### src/rtl/chord_pkg.sv
`default_nettype none
// ============================================================================
//  chord_pkg : shared fixed-point widths, CORDIC constants and round/saturate
//  Revision  : 1.0
// ============================================================================
package chord_pkg;

   localparam int ITERATION_WORD_WIDTH      = 32;
   localparam int ITERATION_WORD_FRAC_WIDTH = 20;
   localparam int OUTPUT_WIDTH              = 16;
   localparam int OUTPUT_FRAC_WIDTH         = 8;
   localparam int SECTOR_FLAG_WIDTH         = 2;
   localparam int GAIN_WIDTH                = 16;

   localparam logic [GAIN_WIDTH-1:0] K_GAIN = 16'd39797;

   localparam logic signed [ITERATION_WORD_WIDTH-1:0] OFFSET_PI_2     = 32'sd1647099;
   localparam logic signed [ITERATION_WORD_WIDTH-1:0] OFFSET_PI       = 32'sd3294199;
   localparam logic signed [ITERATION_WORD_WIDTH-1:0] OFFSET_NEG_PI_2 = -32'sd1647099;

   typedef enum logic [SECTOR_FLAG_WIDTH-1:0] {
      SECTOR_0   = 2'd0,
      SECTOR_90  = 2'd1,
      SECTOR_180 = 2'd2,
      SECTOR_270 = 2'd3
   } sector_e;

   localparam int ANG_WIDTH = ITERATION_WORD_WIDTH + 1;
   localparam int SUM_WIDTH = ANG_WIDTH + 1;
   localparam int RND_SHIFT = ITERATION_WORD_FRAC_WIDTH - OUTPUT_FRAC_WIDTH;

   localparam logic signed [SUM_WIDTH-1:0] RND_HALF = SUM_WIDTH'(2 ** (RND_SHIFT - 1));
   localparam logic signed [SUM_WIDTH-1:0] SAT_MAX  = SUM_WIDTH'(2 ** (OUTPUT_WIDTH - 1) - 1);
   localparam logic signed [SUM_WIDTH-1:0] SAT_MIN  = SUM_WIDTH'(-(2 ** (OUTPUT_WIDTH - 1)));

   typedef struct packed {
      logic                           sat;
      logic signed [OUTPUT_WIDTH-1:0] value;
   } rs_t;

   // Round half up from Q11.20 to Q7.8, then clamp to the output range.
   function automatic rs_t round_sat(input logic signed [ANG_WIDTH-1:0] v);
      logic signed [SUM_WIDTH-1:0] sum;
      logic signed [SUM_WIDTH-1:0] shifted;
      rs_t r;
      sum     = {v[ANG_WIDTH-1], v} + RND_HALF;
      shifted = sum >>> RND_SHIFT;
      if (shifted > SAT_MAX) begin
         r.sat   = 1'b1;
         r.value = {1'b0, {(OUTPUT_WIDTH-1){1'b1}}};
      end else if (shifted < SAT_MIN) begin
         r.sat   = 1'b1;
         r.value = {1'b1, {(OUTPUT_WIDTH-1){1'b0}}};
      end else begin
         r.sat   = 1'b0;
         r.value = shifted[OUTPUT_WIDTH-1:0];
      end
      return r;
   endfunction

endpackage
`default_nettype wire

### src/rtl/sync_fifo.sv
`default_nettype none
// ============================================================================
//  sync_fifo : show-ahead synchronous FIFO with full/empty/count status
//  Revision  : 1.0
// ============================================================================
module sync_fifo #(
   parameter int WIDTH = 33,
   parameter int DEPTH = 4
) (
   input  logic                       clk,
   input  logic                       rst,
   input  logic                       push_i,
   input  logic                       pop_i,
   input  logic [WIDTH-1:0]           wdata_i,
   output logic [WIDTH-1:0]           rdata_o,
   output logic                       full_o,
   output logic                       empty_o,
   output logic [$clog2(DEPTH):0]     count_o
);

   localparam int AW = $clog2(DEPTH);

   logic [WIDTH-1:0] mem_q [DEPTH];
   logic [AW-1:0]    wr_ptr_q, rd_ptr_q;
   logic [AW:0]      count_q;
   logic             do_pop, do_push;

   assign empty_o = (count_q == '0);
   assign full_o  = (count_q == (AW+1)'(DEPTH));
   assign count_o = count_q;
   assign rdata_o = mem_q[rd_ptr_q];

   // A pop frees the head slot, so a push at full is accepted in the same cycle.
   assign do_pop  = pop_i && !empty_o;
   assign do_push = push_i && (!full_o || do_pop);

   always_ff @(posedge clk or posedge rst) begin
      if (rst) begin
         wr_ptr_q <= '0;
         rd_ptr_q <= '0;
         count_q  <= '0;
         for (int i = 0; i < DEPTH; i++) begin
            mem_q[i] <= '0;
         end
      end else begin
         if (do_push) begin
            mem_q[wr_ptr_q] <= wdata_i;
            wr_ptr_q        <= wr_ptr_q + 1'b1;
         end
         if (do_pop) begin
            rd_ptr_q <= rd_ptr_q + 1'b1;
         end
         if (do_push && !do_pop) begin
            count_q <= count_q + 1'b1;
         end else if (do_pop && !do_push) begin
            count_q <= count_q - 1'b1;
         end
      end
   end

endmodule
`default_nettype wire

### src/rtl/interface_output.sv
`default_nettype none
// ============================================================================
//  interface_output : CORDIC gain/quadrant correction, Q7.8 round/saturate,
//                     output FIFO with sticky overflow on drop
//  Revision         : 1.0
// ============================================================================
module interface_output
   import chord_pkg::*;
#(
   parameter int FIFO_DEPTH = 4
) (
   input  logic                                   clk,
   input  logic                                   rst,
   input  logic                                   in_valid,
   input  logic signed [ITERATION_WORD_WIDTH-1:0] in_x,
   input  logic signed [ITERATION_WORD_WIDTH-1:0] in_z,
   input  logic [SECTOR_FLAG_WIDTH-1:0]           in_sector,
   output logic                                   out_valid,
   input  logic                                   out_ready,
   output logic [OUTPUT_WIDTH-1:0]                out_mag,
   output logic [OUTPUT_WIDTH-1:0]                out_angle,
   output logic                                   out_sat,
   output logic                                   overflow
);

   localparam int IW = ITERATION_WORD_WIDTH;
   localparam int GW = GAIN_WIDTH;
   localparam int PW = 2 * OUTPUT_WIDTH + 1;

   logic signed [IW+GW:0]    prod;
   logic signed [IW-1:0]     offset;
   logic signed [IW-1:0]     s1_mag_d,  s1_mag_q;
   logic signed [ANG_WIDTH-1:0] s1_ang_d, s1_ang_q;
   logic                     s1_valid_q, s2_valid_q;
   logic [PW-1:0]            s2_payload_d, s2_payload_q;
   rs_t                      rs_mag, rs_ang;
   logic                     overflow_d, overflow_q;
   logic                     fifo_push, fifo_pop, fifo_full, fifo_empty;
   logic [PW-1:0]            fifo_rdata;
   logic [$clog2(FIFO_DEPTH):0] fifo_count_unused;
   logic                     prod_unused;

   // K is unsigned Q0.16; a zero sign bit keeps the product signed.
   assign prod     = in_x * $signed({1'b0, K_GAIN});
   assign s1_mag_d = prod[IW+GW-1:GW];
   assign prod_unused = ^{prod[IW+GW], prod[GW-1:0], fifo_count_unused};

   always_comb begin
      offset = '0;
      case (sector_e'(in_sector))
         SECTOR_90:  offset = OFFSET_PI_2;
         SECTOR_180: offset = OFFSET_PI;
         SECTOR_270: offset = OFFSET_NEG_PI_2;
         default:    offset = '0;
      endcase
   end

   assign s1_ang_d = {in_z[IW-1], in_z} + {offset[IW-1], offset};

   assign rs_mag       = round_sat({s1_mag_q[IW-1], s1_mag_q});
   assign rs_ang       = round_sat(s1_ang_q);
   assign s2_payload_d = {rs_mag.sat | rs_ang.sat, rs_ang.value, rs_mag.value};

   always_ff @(posedge clk or posedge rst) begin
      if (rst) begin
         s1_valid_q   <= 1'b0;
         s1_mag_q     <= '0;
         s1_ang_q     <= '0;
         s2_valid_q   <= 1'b0;
         s2_payload_q <= '0;
         overflow_q   <= 1'b0;
      end else begin
         s1_valid_q   <= in_valid;
         s1_mag_q     <= s1_mag_d;
         s1_ang_q     <= s1_ang_d;
         s2_valid_q   <= s1_valid_q;
         s2_payload_q <= s2_payload_d;
         overflow_q   <= overflow_d;
      end
   end

   assign fifo_pop   = !fifo_empty && out_ready;
   assign fifo_push  = s2_valid_q && (!fifo_full || fifo_pop);
   assign overflow_d = overflow_q || (s2_valid_q && fifo_full && !fifo_pop);

   sync_fifo #(
      .WIDTH (PW),
      .DEPTH (FIFO_DEPTH)
   ) u_fifo (
      .clk     (clk),
      .rst     (rst),
      .push_i  (fifo_push),
      .pop_i   (fifo_pop),
      .wdata_i (s2_payload_q),
      .rdata_o (fifo_rdata),
      .full_o  (fifo_full),
      .empty_o (fifo_empty),
      .count_o (fifo_count_unused)
   );

   assign out_valid = !fifo_empty;
   assign out_mag   = fifo_rdata[OUTPUT_WIDTH-1:0];
   assign out_angle = fifo_rdata[2*OUTPUT_WIDTH-1:OUTPUT_WIDTH];
   assign out_sat   = fifo_rdata[PW-1];
   assign overflow  = overflow_q;

endmodule
`default_nettype wire

### config.mk
export PLATFORM = sky130hd
export DESIGN_NAME = interface_output
export DESIGN_NICKNAME = d
export VERILOG_FILES = /design/src/rtl/chord_pkg.sv /design/src/rtl/sync_fifo.sv /design/src/rtl/interface_output.sv
export SDC_FILE = /design/constraint.sdc
export NUM_CORES = 1
export LEC_CHECK = 0
export ABC_CLOCK_PERIOD_IN_PS = 16600
export CAP_MARGIN = 20
export CORE_UTILIZATION = 58
export CTS_CLUSTER_SIZE = 28
export DETAILED_ROUTE_END_ITERATION = 7
export PLACE_DENSITY = 0.76
export SETUP_SLACK_MARGIN = 0.02
export SYNTH_ARGS = -nofsm -noshare
export SYNTH_HDL_FRONTEND = slang
export SYNTH_SLANG_ARGS = --single-unit
### constraint.sdc
create_clock -name clk -period 16.6 [get_ports clk]
set_clock_uncertainty 0.2 [all_clocks]
set_input_delay 2.49 -clock clk [delete_from_list [all_inputs] [get_ports clk]]
set_output_delay 2.49 -clock clk [all_outputs]
set_load 0.02 [all_outputs]
==> results.json <==
{
  "grt.total_usage_pct": 24.96,
  "grtUsageMet3_pct": 1.964,
  "die_h_um": 191.0,
  "hold_buffers": 0,
  "cts_tree": "built",
  "grt_util_met2_pct": 41.97,
  "fillers": 2567,
  "vias": 13360,
  "grt_pass1_wl_um": 72220,
  "cp.required_ns": 16.76,
  "synth_edf_count": 0,
  "cts_max_level": 1,
  "worstSetupStartpointType": "primary input",
  "ys_seq_area_share_pct": 26.34,
  "tightest_slew_ns": 0.8401,
  "syn_inst": 1835,
  "grt_pass1_vias": 14353,
  "crit_chain": "clkdlybuf4s50_1 -> ha_1 -> xor2_1 -> ha_1 -> a21oi_1 -> fa_1 -> inv_1 -> fa_1 -> fa_1 -> inv_1 -> fa_1 -> inv_1 -> ha_1 -> nand2_1 -> nor2_1 -> a2111oi_0 -> buf_4 -> o22a_1 -> o21ai_4 -> o31ai_1 -> and2_1 -> a311oi_1",
  "clock_latency_ns": 0.49,
  "post-route-period-util_pct": 52.72,
  "gp_congestion": 0.9565,
  "hp-class": "flip-flop to flip-flop",
  "grt_max_degree": 128,
  "cpMostUsedCell": "fa_1",
  "max_stage_delay_ns": 0.66,
  "fin_nets": 2519,
  "synth_area_um2": 20710,
  "path_max_fanout": 8,
  "initial_core_util_pct": 59.51,
  "ys_warn_count": 0,
  "fin_tns_setup_ns": 0,
  "clockBufferDepth": 3,
  "synth_nets": 2410,
  "async_flop_share_pct": 100.0,
  "cts_setup_buffers": 0,
  "firstDrtPassIters": 5,
  "synthFlopType": "dfrtp_1",
  "max_freq_mhz": 114.3,
  "final_util_pct": 66.18,
  "drv_slew": 0,
  "antenna_left": 0,
  "max_cap_violations": 0,
  "grt_use_met1_pct": 35.74,
  "finalNonFillerCells": 2414,
  "ff_latch_area_um2": 5456,
  "core_area_um2": 34800,
  "slowest_stage": "clkdlybuf4s50_1",
  "ys_ff_latch": 218,
  "synth.distinct_cells": 67,
  "boundaryPins": 105,
  "routedWlPerCell_um": 18.08,
  "drc": 0,
  "drt_iter0_markers": 659,
  "finalCriticalPeriod_ns": 8.751,
  "die_x_um": 191.0,
  "numPortBuffers": 104,
  "routed_wl_um": 43650,
  "grt_antenna_before_repair": 0,
  "place_inst": 2374,
  "relSlewSlack_pct": 43.26,
  "dp_hpwl_um": 35130,
  "setup_viol": 0,
  "cts_root_buffer": "clkbuf_16",
  "cts_buffers": 22,
  "drive_gt1_share_pct": 11.38,
  "die_area_um2": 36460,
  "syn_to_final_growth_pct": 11.22,
  "clkSlewWorstSetupHoldPaths_ns": 0.06,
  "endpoint_kind": "flip-flop",
  "cts.repair.resized": 0,
  "cts.sink_count": 218,
  "cp.arrival_ns": 8.92,
  "hold_viol": 0,
  "status": "complete, no violations",
  "viasPerCell": 5.534,
  "rows": 68,
  "multi_input_area_um2": 13770,
  "grt.busiest_layer": "met2",
  "grt_overflow": 0,
  "avgSynthCellArea_um2": 11.28,
  "path_class": "primary input to flip-flop",
  "rsz0062_at_grt": "false",
  "diodes": 0
}
-- cell families after synthesis --
group           synth area share (%)
fa+ha+maj                      38.27
buf+inv                        7.172
compound gates                 7.342
flops                          26.34
simple gates                   4.816
mux                            10.98
xor+xnor                       5.076
-- per-layer routing --
layer | wire [um] | vias to the layer above
met4 | 709 | 0
met2 | 20860 | 248
met1 | 20540 | 6722
met3 | 1537 | 47
met5 | 0 | -
li1 | - | 6343
-- cells in the mapped netlist (4+ instances only) --
library cell / count / area [um^2]
a31oi_1: 5 / 31.28
o21a_1: 9 / 67.56
a211oi_1: 5 / 37.54
o2111ai_1: 4 / 35.03
a21o_1: 27 / 202.7
nand3_1: 31 / 155.2
nand4_1: 14 / 87.58
a21oi_1: 77 / 385.4
a22oi_1: 5 / 37.54
nand2b_1: 7 / 43.79
mux2_2: 135 / 1520
nand2_1: 45 / 168.9
buf_1: 16 / 60.06
ha_1: 291 / 3641
xnor2_1: 57 / 499.2
and4_1: 5 / 43.79
nor2b_1: 12 / 75.07
dfrtp_1: 218 / 5455
o21bai_1: 9 / 67.56
fa_1: 214 / 4284
mux4_2: 33 / 743.2
o21ai_0: 37 / 185.2
xor2_1: 63 / 551.8
o21ai_1: 8 / 40.04
nor3_1: 16 / 80.08
a211o_1: 4 / 35.03
o211ai_1: 4 / 30.03
clkbuf_1: 11 / 41.29
inv_1: 366 / 1374
and3_1: 15 / 93.84
nor2_1: 30 / 112.6
-- sequential cells by signal, summed over array words and instances (netlist names) --
signal	flops
overflow	1
s1_ang_q	22
s1_mag_q	21
s1_valid_q	1
s2_payload_q	33
s2_valid_q	1
u_fifo.count_o	3
u_fifo.mem_q	132
u_fifo.rd_ptr_q	2
u_fifo.wr_ptr_q	2
-- final timing paths --
check                        startpoint                end  slack [ns]  cells past startpoint
max                             in_x[6]       s1_mag_q[29]        7.85                     22
min                          s1_valid_q         s2_valid_q        0.17                      0
max reg2reg                s1_mag_q[13]    s2_payload_q[1]       13.47                      7
min reg2reg                  s1_valid_q         s2_valid_q        0.17                      0
max in group asynchronous           rst   s2_payload_q[19]       12.52                      4
min in group asynchronous           rst  u_fifo.count_o[2]        2.36                      2
-- layout by cell type, fill, tap and decap left out, types with 4 or more instances in the layout --
master,netlist,layout
o2111ai_1,4,4
nor3_1,16,16
o21ai_0,37,37
o21a_1,9,9
o21bai_1,9,9
mux4_2,33,33
and3_1,15,15
buf_4,0,9
xnor2_1,57,57
a31oi_1,5,5
a21oi_1,77,77
nand2b_1,7,7
o211ai_1,4,4
a21o_1,27,27
nor2b_1,12,12
and4_1,5,5
fa_1,214,214
a211oi_1,5,5
xor2_1,63,63
clkbuf_1,11,7
clkdlybuf4s50_1,0,104
ha_1,291,291
nand3_1,31,31
clkbuf_16,0,23
a211o_1,4,4
o21ai_1,8,8
dfrtp_1,218,217
nand2_1,45,45
inv_1,366,365
nand4_1,14,14
nor2_1,30,30
mux2_2,135,135
a22oi_1,5,5
-- cell type report --
cell class	count	share of cell area, %
multi-input combinational	1222	59.78
clock inverter	7	0.3966
sequential	218	23.69
inverter	366	5.998
timing repair buffer	114	4.933
tap	455	2.472
clock buffer	32	2.733
-- per-stage QoR --
step	hold slack, ns	cell area, um^2	setup slack (ns)
CTS	0.1726	23000	7.920
floorplan	0.1312	20710	7.946
detailed placement	0.1509	22280	7.418
global placement	0.1433	22280	7.637
global route	0.1715	23030	7.560
finish	0.1675	23030	7.849
-- critical path, delay by kind of cell --
family	cells	cell delay, ns
AOI/OAI and AO/OA	6	1.78
xor gates and xnor gates	1	0.18
adders and majority gates	7	2.99
buffers and inverters	5	1.07
and+or+nand+nor	3	0.41
Power is not shown: default switching activity piles up to over one toggle a cycle in this logic, so the estimate is an artifact.
